`src/rtl/pe_acc_sequencer_pkg.sv`:
```
// Shared types for the PE accumulation sequencer: tile config, control token, psum mode.
// Index widths live here so every block that carries a token agrees on its layout.
package PECtlCfg;

  localparam int KW = 4;
  localparam int CW = 6;

  typedef enum logic {
    PSUM_D8  = 1'b0,
    PSUM_D16 = 1'b1
  } psum_mode_t;

  typedef struct packed {
    logic [KW-1:0] n_tap;
    logic [CW-1:0] n_grp;
    psum_mode_t    psum_mode;
  } AccCfg;

  typedef struct packed {
    psum_mode_t    psum_mode;
    logic          psum_parity;
    logic          acc_first;
    logic          acc_last;
    logic [KW-1:0] tap;
    logic [CW-1:0] grp;
  } AccTok;

  // The first/last flags depend only on the tap, so both D16 parities of a tap share them.
  function automatic AccTok makeTok(input AccCfg cfg, input logic parity,
                                    input logic [KW-1:0] tap, input logic [CW-1:0] grp);
    AccTok tok;
    tok.psum_mode   = cfg.psum_mode;
    tok.psum_parity = parity;
    tok.acc_first   = (tap == '0);
    tok.acc_last    = (tap == cfg.n_tap - KW'(1));
    tok.tap         = tap;
    tok.grp         = grp;
    return tok;
  endfunction

endpackage

```
`src/rtl/pe_acc_sequencer_idx.sv`:
```
// Nested parity/tap/grp index counter for one accumulation tile.
// Exposes the index that follows the current one, so the owner can register tokens directly.
module acc_idx_counter #(
  parameter int KW = 4,
  parameter int CW = 6
) (
  input  logic          i_clk,
  input  logic          i_rst,
  input  logic          en_i,
  input  logic          load_i,
  input  logic          d16_i,
  input  logic [KW-1:0] n_tap_i,
  input  logic [CW-1:0] n_grp_i,
  output logic          nxt_parity_o,
  output logic [KW-1:0] nxt_tap_o,
  output logic [CW-1:0] nxt_grp_o,
  output logic          last_o
);

  logic          parity_q;
  logic [KW-1:0] tap_q;
  logic [CW-1:0] grp_q;
  logic          parWrap;
  logic          tapWrap;

  // In D8 the parity stage is transparent, so the tap advances on every step.
  always_comb begin
    parWrap      = ~d16_i | parity_q;
    tapWrap      = parWrap & (tap_q == n_tap_i - KW'(1));
    last_o       = tapWrap & (grp_q == n_grp_i - CW'(1));
    nxt_parity_o = d16_i & ~parity_q;
    nxt_tap_o    = tap_q;
    nxt_grp_o    = grp_q;
    if (parWrap) nxt_tap_o = tapWrap ? '0 : tap_q + KW'(1);
    if (tapWrap) nxt_grp_o = last_o ? '0 : grp_q + CW'(1);
  end

  always_ff @(posedge i_clk or negedge i_rst) begin
    if (!i_rst) begin
      parity_q <= 1'b0;
      tap_q    <= '0;
      grp_q    <= '0;
    end else if (load_i) begin
      parity_q <= 1'b0;
      tap_q    <= '0;
      grp_q    <= '0;
    end else if (en_i) begin
      parity_q <= nxt_parity_o;
      tap_q    <= nxt_tap_o;
      grp_q    <= nxt_grp_o;
    end
  end

endmodule

```
`src/rtl/pe_acc_sequencer.sv`:
```
// Accepts one tile config and emits one control token per PE front-pipeline beat.
// Tokens, busy and done are all registered; only cfg_ack is combinational with cfg_rdy.
module pe_acc_sequencer
  import PECtlCfg::*;
(
  input  logic  i_clk,
  input  logic  i_rst,
  input  logic  cfg_rdy,
  output logic  cfg_ack,
  input  AccCfg i_cfg,
  output logic  ctl_rdy,
  input  logic  ctl_ack,
  output AccTok o_ctl,
  output logic  o_busy,
  output logic  o_done
);

  typedef enum logic [1:0] {
    S_IDLE = 2'd0,
    S_LOAD = 2'd1,
    S_RUN  = 2'd2,
    S_DONE = 2'd3
  } state_t;

  state_t        state_q;
  AccCfg         cfg_q;
  AccTok         ctl_q;
  logic          ctl_rdy_q;
  logic          busy_q;
  logic          done_q;
  logic          nxtParity;
  logic [KW-1:0] nxtTap;
  logic [CW-1:0] nxtGrp;
  logic          lastIdx;
  logic          ctlXfer;

  assign cfg_ack = (state_q == S_IDLE) & cfg_rdy;
  assign ctlXfer = (state_q == S_RUN) & ctl_rdy_q & ctl_ack;
  assign ctl_rdy = ctl_rdy_q;
  assign o_ctl   = ctl_q;
  assign o_busy  = busy_q;
  assign o_done  = done_q;

  acc_idx_counter #(.KW(KW), .CW(CW)) u_idx (
    .i_clk        (i_clk),
    .i_rst        (i_rst),
    .en_i         (ctlXfer),
    .load_i       (state_q == S_LOAD),
    .d16_i        (cfg_q.psum_mode == PSUM_D16),
    .n_tap_i      (cfg_q.n_tap),
    .n_grp_i      (cfg_q.n_grp),
    .nxt_parity_o (nxtParity),
    .nxt_tap_o    (nxtTap),
    .nxt_grp_o    (nxtGrp),
    .last_o       (lastIdx)
  );

  // The token register is preloaded in LOAD and advanced from the counter's next index
  // on each transfer, so o_ctl stays frozen while the fetch stage stalls.
  always_ff @(posedge i_clk or negedge i_rst) begin
    if (!i_rst) begin
      state_q   <= S_IDLE;
      cfg_q     <= '0;
      ctl_q     <= '0;
      ctl_rdy_q <= 1'b0;
      busy_q    <= 1'b0;
      done_q    <= 1'b0;
    end else begin
      case (state_q)
        S_IDLE: begin
          if (cfg_rdy) begin
            cfg_q   <= i_cfg;
            busy_q  <= 1'b1;
            state_q <= S_LOAD;
          end
        end
        S_LOAD: begin
          if (cfg_q.n_tap == '0 || cfg_q.n_grp == '0) begin
            done_q  <= 1'b1;
            state_q <= S_DONE;
          end else begin
            ctl_q     <= makeTok(cfg_q, 1'b0, '0, '0);
            ctl_rdy_q <= 1'b1;
            state_q   <= S_RUN;
          end
        end
        S_RUN: begin
          if (ctlXfer) begin
            if (lastIdx) begin
              ctl_q     <= '0;
              ctl_rdy_q <= 1'b0;
              done_q    <= 1'b1;
              state_q   <= S_DONE;
            end else begin
              ctl_q <= makeTok(cfg_q, nxtParity, nxtTap, nxtGrp);
            end
          end
        end
        S_DONE: begin
          done_q  <= 1'b0;
          busy_q  <= 1'b0;
          state_q <= S_IDLE;
        end
        default: state_q <= S_IDLE;
      endcase
    end
  end

endmodule

```
`config.mk`:
```
export PLATFORM = sky130hd
export DESIGN_NAME = pe_acc_sequencer
export DESIGN_NICKNAME = d
export VERILOG_FILES = /design/src/rtl/pe_acc_sequencer_pkg.sv /design/src/rtl/pe_acc_sequencer_idx.sv /design/src/rtl/pe_acc_sequencer.sv
export SDC_FILE = /design/constraint.sdc
export NUM_CORES = 1
export LEC_CHECK = 0
export ABC_CLOCK_PERIOD_IN_PS = 5000
export BUFFER_PORTS_ARGS = -buffer_cell sky130_fd_sc_hd__buf_4
export CAP_MARGIN = 20
export CORE_UTILIZATION = 55
export DETAILED_ROUTE_END_ITERATION = 8
export PLACE_DENSITY_LB_ADDON = 0.12
export SETUP_SLACK_MARGIN = 0.3
export SLEW_MARGIN = 25
export SYNTH_ARGS = -nofsm -noshare
export SYNTH_HDL_FRONTEND = slang
export SYNTH_SLANG_ARGS = --single-unit
```
`constraint.sdc`:
```
create_clock -name i_clk -period 5 [get_ports i_clk]
set_input_delay 0.25 -clock i_clk [delete_from_list [all_inputs] [get_ports i_clk]]
set_output_delay 0.25 -clock i_clk [all_outputs]
set_load 0.03 [all_outputs]
```
== Word level (Yosys, flattened, before mapping) ==
Cells that the tools add are included.

* Logic and storage cells: 85
* Output and inout bits: 18
* Register bits: 41
* Bits of input ports: 15

* Multiplexer cells: 29
* Add/subtract/negate cells: 4
* Eq/ne operators: 11
* Reduce and logical (&&, ||, !) cells: 16
* Bitwise operators: 9

{| class="wikitable"
|+ Operator list
! kind !! number
|-
| two-way mux 14 bit || 3
|-
| one-hot mux 14 bit (2 select lines) || 1
|-
| two-way mux 6 bit || 4
|-
| two-way mux 4 bit || 4
|-
| zero test 4 bit || 3
|-
| two-way mux 1 bit || 10
|-
| != test 2 bit (second input constant) || 5
|-
| == test 4 bit || 2
|-
| one-hot mux 2 bit (4 select lines) || 1
|-
| AND reduction 4 bit || 2
|-
| adder 6 x 1 -> 6 bit (second input constant) || 1
|-
| AND 1 bit || 6
|-
| == test 6 bit || 1
|-
| zero test 6 bit || 1
|-
| two-way mux 2 bit || 3
|-
| AND reduction 3 bit || 2
|-
| nonzero test 2 bit || 3
|-
| subtractor 6 x 1 -> 6 bit (second input constant) || 1
|-
| adder 4 x 1 -> 4 bit (second input constant) || 1
|-
| == test 2 bit (second input constant) || 2
|-
| one-hot mux 1 bit (2 select lines) || 2
|-
| AND reduction 2 bit || 2
|-
| subtractor 4 x 1 -> 4 bit (second input constant) || 1
|-
| one-hot mux 1 bit (3 select lines) || 1
|-
| other kinds (6) || 7
|}

== Logic depth before layout (Yosys ltp) ==
* Depth in word-level cells: 9
* Gate-level depth with buffers: 9

== By module ==
Synthesis repeated with hierarchy kept, for this count alone.

* Cell total of the unflattened synthesis: 286
* Area, all modules: 2681.3 um^2

{| class="wikitable"
|+ By module, submodules not included
! module !! cells each !! times used !! area each (um^2)
|-
| pe_acc_sequencer || 147 || 1 || 1516.5
|-
| acc_idx_counter || 139 || 1 || 1164.9
|}

== Worst setup path after synthesis ==
Ideal clock, no wire load.

* Kind: reg2reg
* From: reg cfg_q[7] (netlist name)
* To: reg done_q, in the netlist o_done
* Data required time: 4.874 ns
* Clock period less this slack: 2.693 ns
* Setup slack: 2.307 ns
* Cell stages (with the launch flop): 10
* Arrival time: 2.567 ns
* Setup time: 0.126 ns
* Path buffers: 1
* Path through: dfrtp_1 -> inv_1 -> ha_1 -> xor3_1 -> nor4_2 -> and2_1 -> buf_2 -> nand4_2 -> mux2_4 -> a221o_1

* Cells in the longest elaborated chain, start to end: 6
* Elaborated cells on any way between the ends: 9
* Those cells by class: add/sub (1); eq/ne (3); bitwise (2); reduce/logical (3)

{| class="wikitable"
|+ Ends and longest elaborated chain
! element !! RTL line !! RTL
|-
| start: declaration || pe_acc_sequencer.sv:26 || <nowiki>AccCfg cfg_q;</nowiki>
|-
| start signal: assignment || pe_acc_sequencer.sv:72 || <nowiki>cfg_q <= i_cfg;</nowiki>
|-
| subtractor 4 x 1 -> 4 bit || pe_acc_sequencer_idx.sv:29 || <nowiki>tapWrap = parWrap & (tap_q == n_tap_i - KW'(1));</nowiki>
|-
| == test 4 bit || pe_acc_sequencer_idx.sv:29 ||
|-
| AND 1 bit || pe_acc_sequencer_idx.sv:29 ||
|-
| AND 1 bit || pe_acc_sequencer_idx.sv:30 || <nowiki>last_o = tapWrap & (grp_q == n_grp_i - CW'(1));</nowiki>
|-
| != test 2 bit (no source line) || n/a ||
|-
| AND reduction 4 bit (no source line) (*) || n/a ||
|-
| end signal: assignment || pe_acc_sequencer.sv:67 || <nowiki>done_q <= 1'b0;</nowiki>
|-
| end signal: assignment || pe_acc_sequencer.sv:79 || <nowiki>done_q <= 1'b1;</nowiki>
|-
| end signal: assignment || pe_acc_sequencer.sv:92 || <nowiki>done_q <= 1'b1;</nowiki>
|-
| end: declaration || pe_acc_sequencer.sv:30 || <nowiki>logic done_q;</nowiki>
|}

Every way passes the cells marked *; elsewhere a longest branch is shown, timed or not.
A chain may end at the register's enable or synchronous reset.

== Worst setup path after layout ==
Ends and elaborated chain as after synthesis.

==> flow_summary.yaml <==
clocking:
  clock_path_buffers: 2
  clock-sinks: 41
  post_cts_buffers: 0
  clock_latency_ns: 0.29
  cts_tree: "done"
  htree_levels: 2
  cts_resized: 0
  cts_root_buf: "clkbuf_8"
  cts.clk_slew.worst_paths_ns: 0.08
  cts_hold_buf: 1
  numCtsBuffers: 5
global_routing:
  grt_overflow: 0
  grt_pass1_vias: 2064
  grt_antenna_before_repair: 0
  grt.total_usage_pct: 24.5
  gr-max-usage-layer: "met2"
  grt_max_degree: 42
  use_met1_pct: 33.4
  gr-usage-met3_pct: 4.91
  grt_pass1_wl_mm: 9.45
  globalRouteMet2Util_pct: 40.4
setup_path:
  crit_arrival_ns: 3.18
  crit-reg2reg-capture: "o_done"
  cp_max_fo: 10
  rr_startpoint: "cfg_q[7]"
  cp-start-kind: "flip-flop"
  critPathLaunch: "cfg_q[7]"
  reg2reg_depth: 8
  worstPathRequired_ns: 5.18
  cp-endpoint: "o_done"
  critical_path_class: "reg2reg"
  r2r_slack_ns: 1.99
  endpoint_kind: "flip-flop"
floorplan:
  initial_core_util_pct: 57.7
  num_rows: 24
  die_w_um: 70.0
  ios: 33
  die_area_um2: 4900
  core_um2: 4410
  die_y_um: 70.0
status:
  outcome: "completed"
yosys:
  async_flop_share_pct: 100
  synth_cells: 284
  synth_seq_cells: 41
  ys_seq_area_share_pct: 40.3
  synth_edf_count: 0
  syn_nets: 310
  synth.area.top_cells: "dfrtp_1, nand2_1, o21ai_0"
  syn_area_per_cell_um2: 8.96
  yosysWarnings: 0
  synth.largest_area_cell: "dfrtp_1"
  synth_ff_type: "dfrtp_1"
  synth_top_area_share_pct: 40.3
  synth_area_um2: 2540
  ys_types: 53
power_and_ir_drop:
  powerDensity_nw_per_um2: 613
  p_leak_uw: 0.00128
  total_power_uw: 1780
  ir_drop_v: 0.000306
placement:
  post-place-ws_ns: 2.03
  port_buffers: 32
  placed_area_um2: 2810
  place_congestion: 0.962
  place_hpwl_mm: 4.31
sta:
  tns_ns: 0
  fin_crit_ns: 3.01
  drv_slew: 0
  worst_pin_slew_ns: 0.715
  fmax_mhz: 333
  finalSetupViolCount: 0
  layout_setup_ws_ns: 1.99
  fin_crit_sh_pct: 60.1
  final-hold-violation-count: 0
  fin_worst_skew_ns: 0.00666
  relSlewSlack_pct: 52.2
  rsz0062_at_grt: "false"
finish:
  antenna_cells: 0
  drive_above_1_share_pct: 17.8
  final_cell_mix: "nand2_1, dfrtp_1, buf_4"
  final_cell_area_um2: 2910
  final_core_util_pct: 65.9
  area_growth_pct: 14.4
  fin_nets: 340
  layout_commonest_cell: "nand2_1"
drt:
  drt_pass1_iterations: 5
  routedWlPerCell_um: 15.4
  drtIter0Drc: 151
  drc: 0
  vias: 2178
  antenna_left: 0
  finalWirelength_mm: 5.66
  vias_per_cell: 5.93
flow_run:
  drv_cap: 0
min_path:
  hold_class: "in2reg"
critical path: stages, from the launching register on:
cell and delay, ns:
dfrtp_1 0.44, inv_1 0.12, ha_1 0.38, xnor2_1 0.16
nor4_2 0.45, and2_1 0.42, nand4_2 0.23, mux2_4 0.35
a221o_1 0.33
cells in the mapped netlist, types with 3 or more instances:
cell      count
a21oi_1      15
a31oi_1       3
clkbuf_1      9
dfrtp_1      41
ha_1         11
inv_1        11
mux2_2        7
nand2_1      45
nand2b_1      4
nand3_1       9
nand3b_1      3
nand4_1       3
nor2_1       17
nor2b_1       5
nor3_1        5
o21ai_0      31
or3_1         4
xnor2_1      15
xor2_1        5
through the flow:
stage / std cells / hold WS (ns)
floorplan: 284 / -0.0456
global placement: 358 / 0.253
detailed placement: 358 / 0.256
CTS: 367 / 0.163
global route: 367 / 0.158
finish: 367 / 0.167
flip-flops by register name, summed over array words and instances, names as in the netlist:
name / flops
cfg_q: 11
o_busy: 1
u_idx.parity_q: 1
o_ctl: 14
o_done: 1
state_q: 2
u_idx.grp_q: 6
ctl_rdy: 1
u_idx.tap_q: 4
kinds of logic (layout without fill, tap and decap cells):
family,after synthesis,after routing,share of synthesized area [%]
multiplexers,10,10,4.47
XOR/XNOR,21,21,7.82
buffers and inverters,22,53,3.34
adder cells (fa/ha/maj),11,11,5.41
AO/OA/AOI/OAI,70,70,17.4
flip-flops,41,41,40.3
AND/OR/NAND/NOR,109,109,21.2
report_power, final:
group	switching, uW	internal (uW)	total, uW
Combinational	602	416	1020
Clock	113	96.3	209
Sequential	117	440	558
cell type report:
| class | count | area (um^2) |
|---|---|---|
| inverter | 11 | 41.3 |
| timing repair buffer | 34 | 258 |
| clock buffer | 5 | 68.8 |
| sequential | 41 | 1030 |
| clock inverter | 3 | 17.5 |
| tap | 52 | 65.1 |
| fill | 384 | 1500 |
| multi-input combinational | 221 | 1430 |
worst min path at each step:
stage / cells past startpoint / slack [ns] / startpoint / endpoint
after floorplan: 0 / -0.05 / i_rst / cfg_q[0]
after global placement: 1 / 0.25 / i_rst / u_idx.tap_q[1]
after detailed placement: 1 / 0.26 / i_rst / o_ctl[11]
after CTS: 3 / 0.16 / i_cfg[2] / cfg_q[2]
after global routing: 3 / 0.16 / i_cfg[2] / cfg_q[2]
final: 3 / 0.17 / i_cfg[8] / cfg_q[8]
metal layers:
| metal | vias up | share of wire [%] |
|---|---|---|
| li1 | 1059 | - |
| met1 | 1033 | 47 |
| met2 | 80 | 47 |
| met3 | 6 | 5.6 |
| met4 | 0 | 1.0 |
| met5 | - | 0 |
Note: power is estimated with default switching activity, not from simulation.
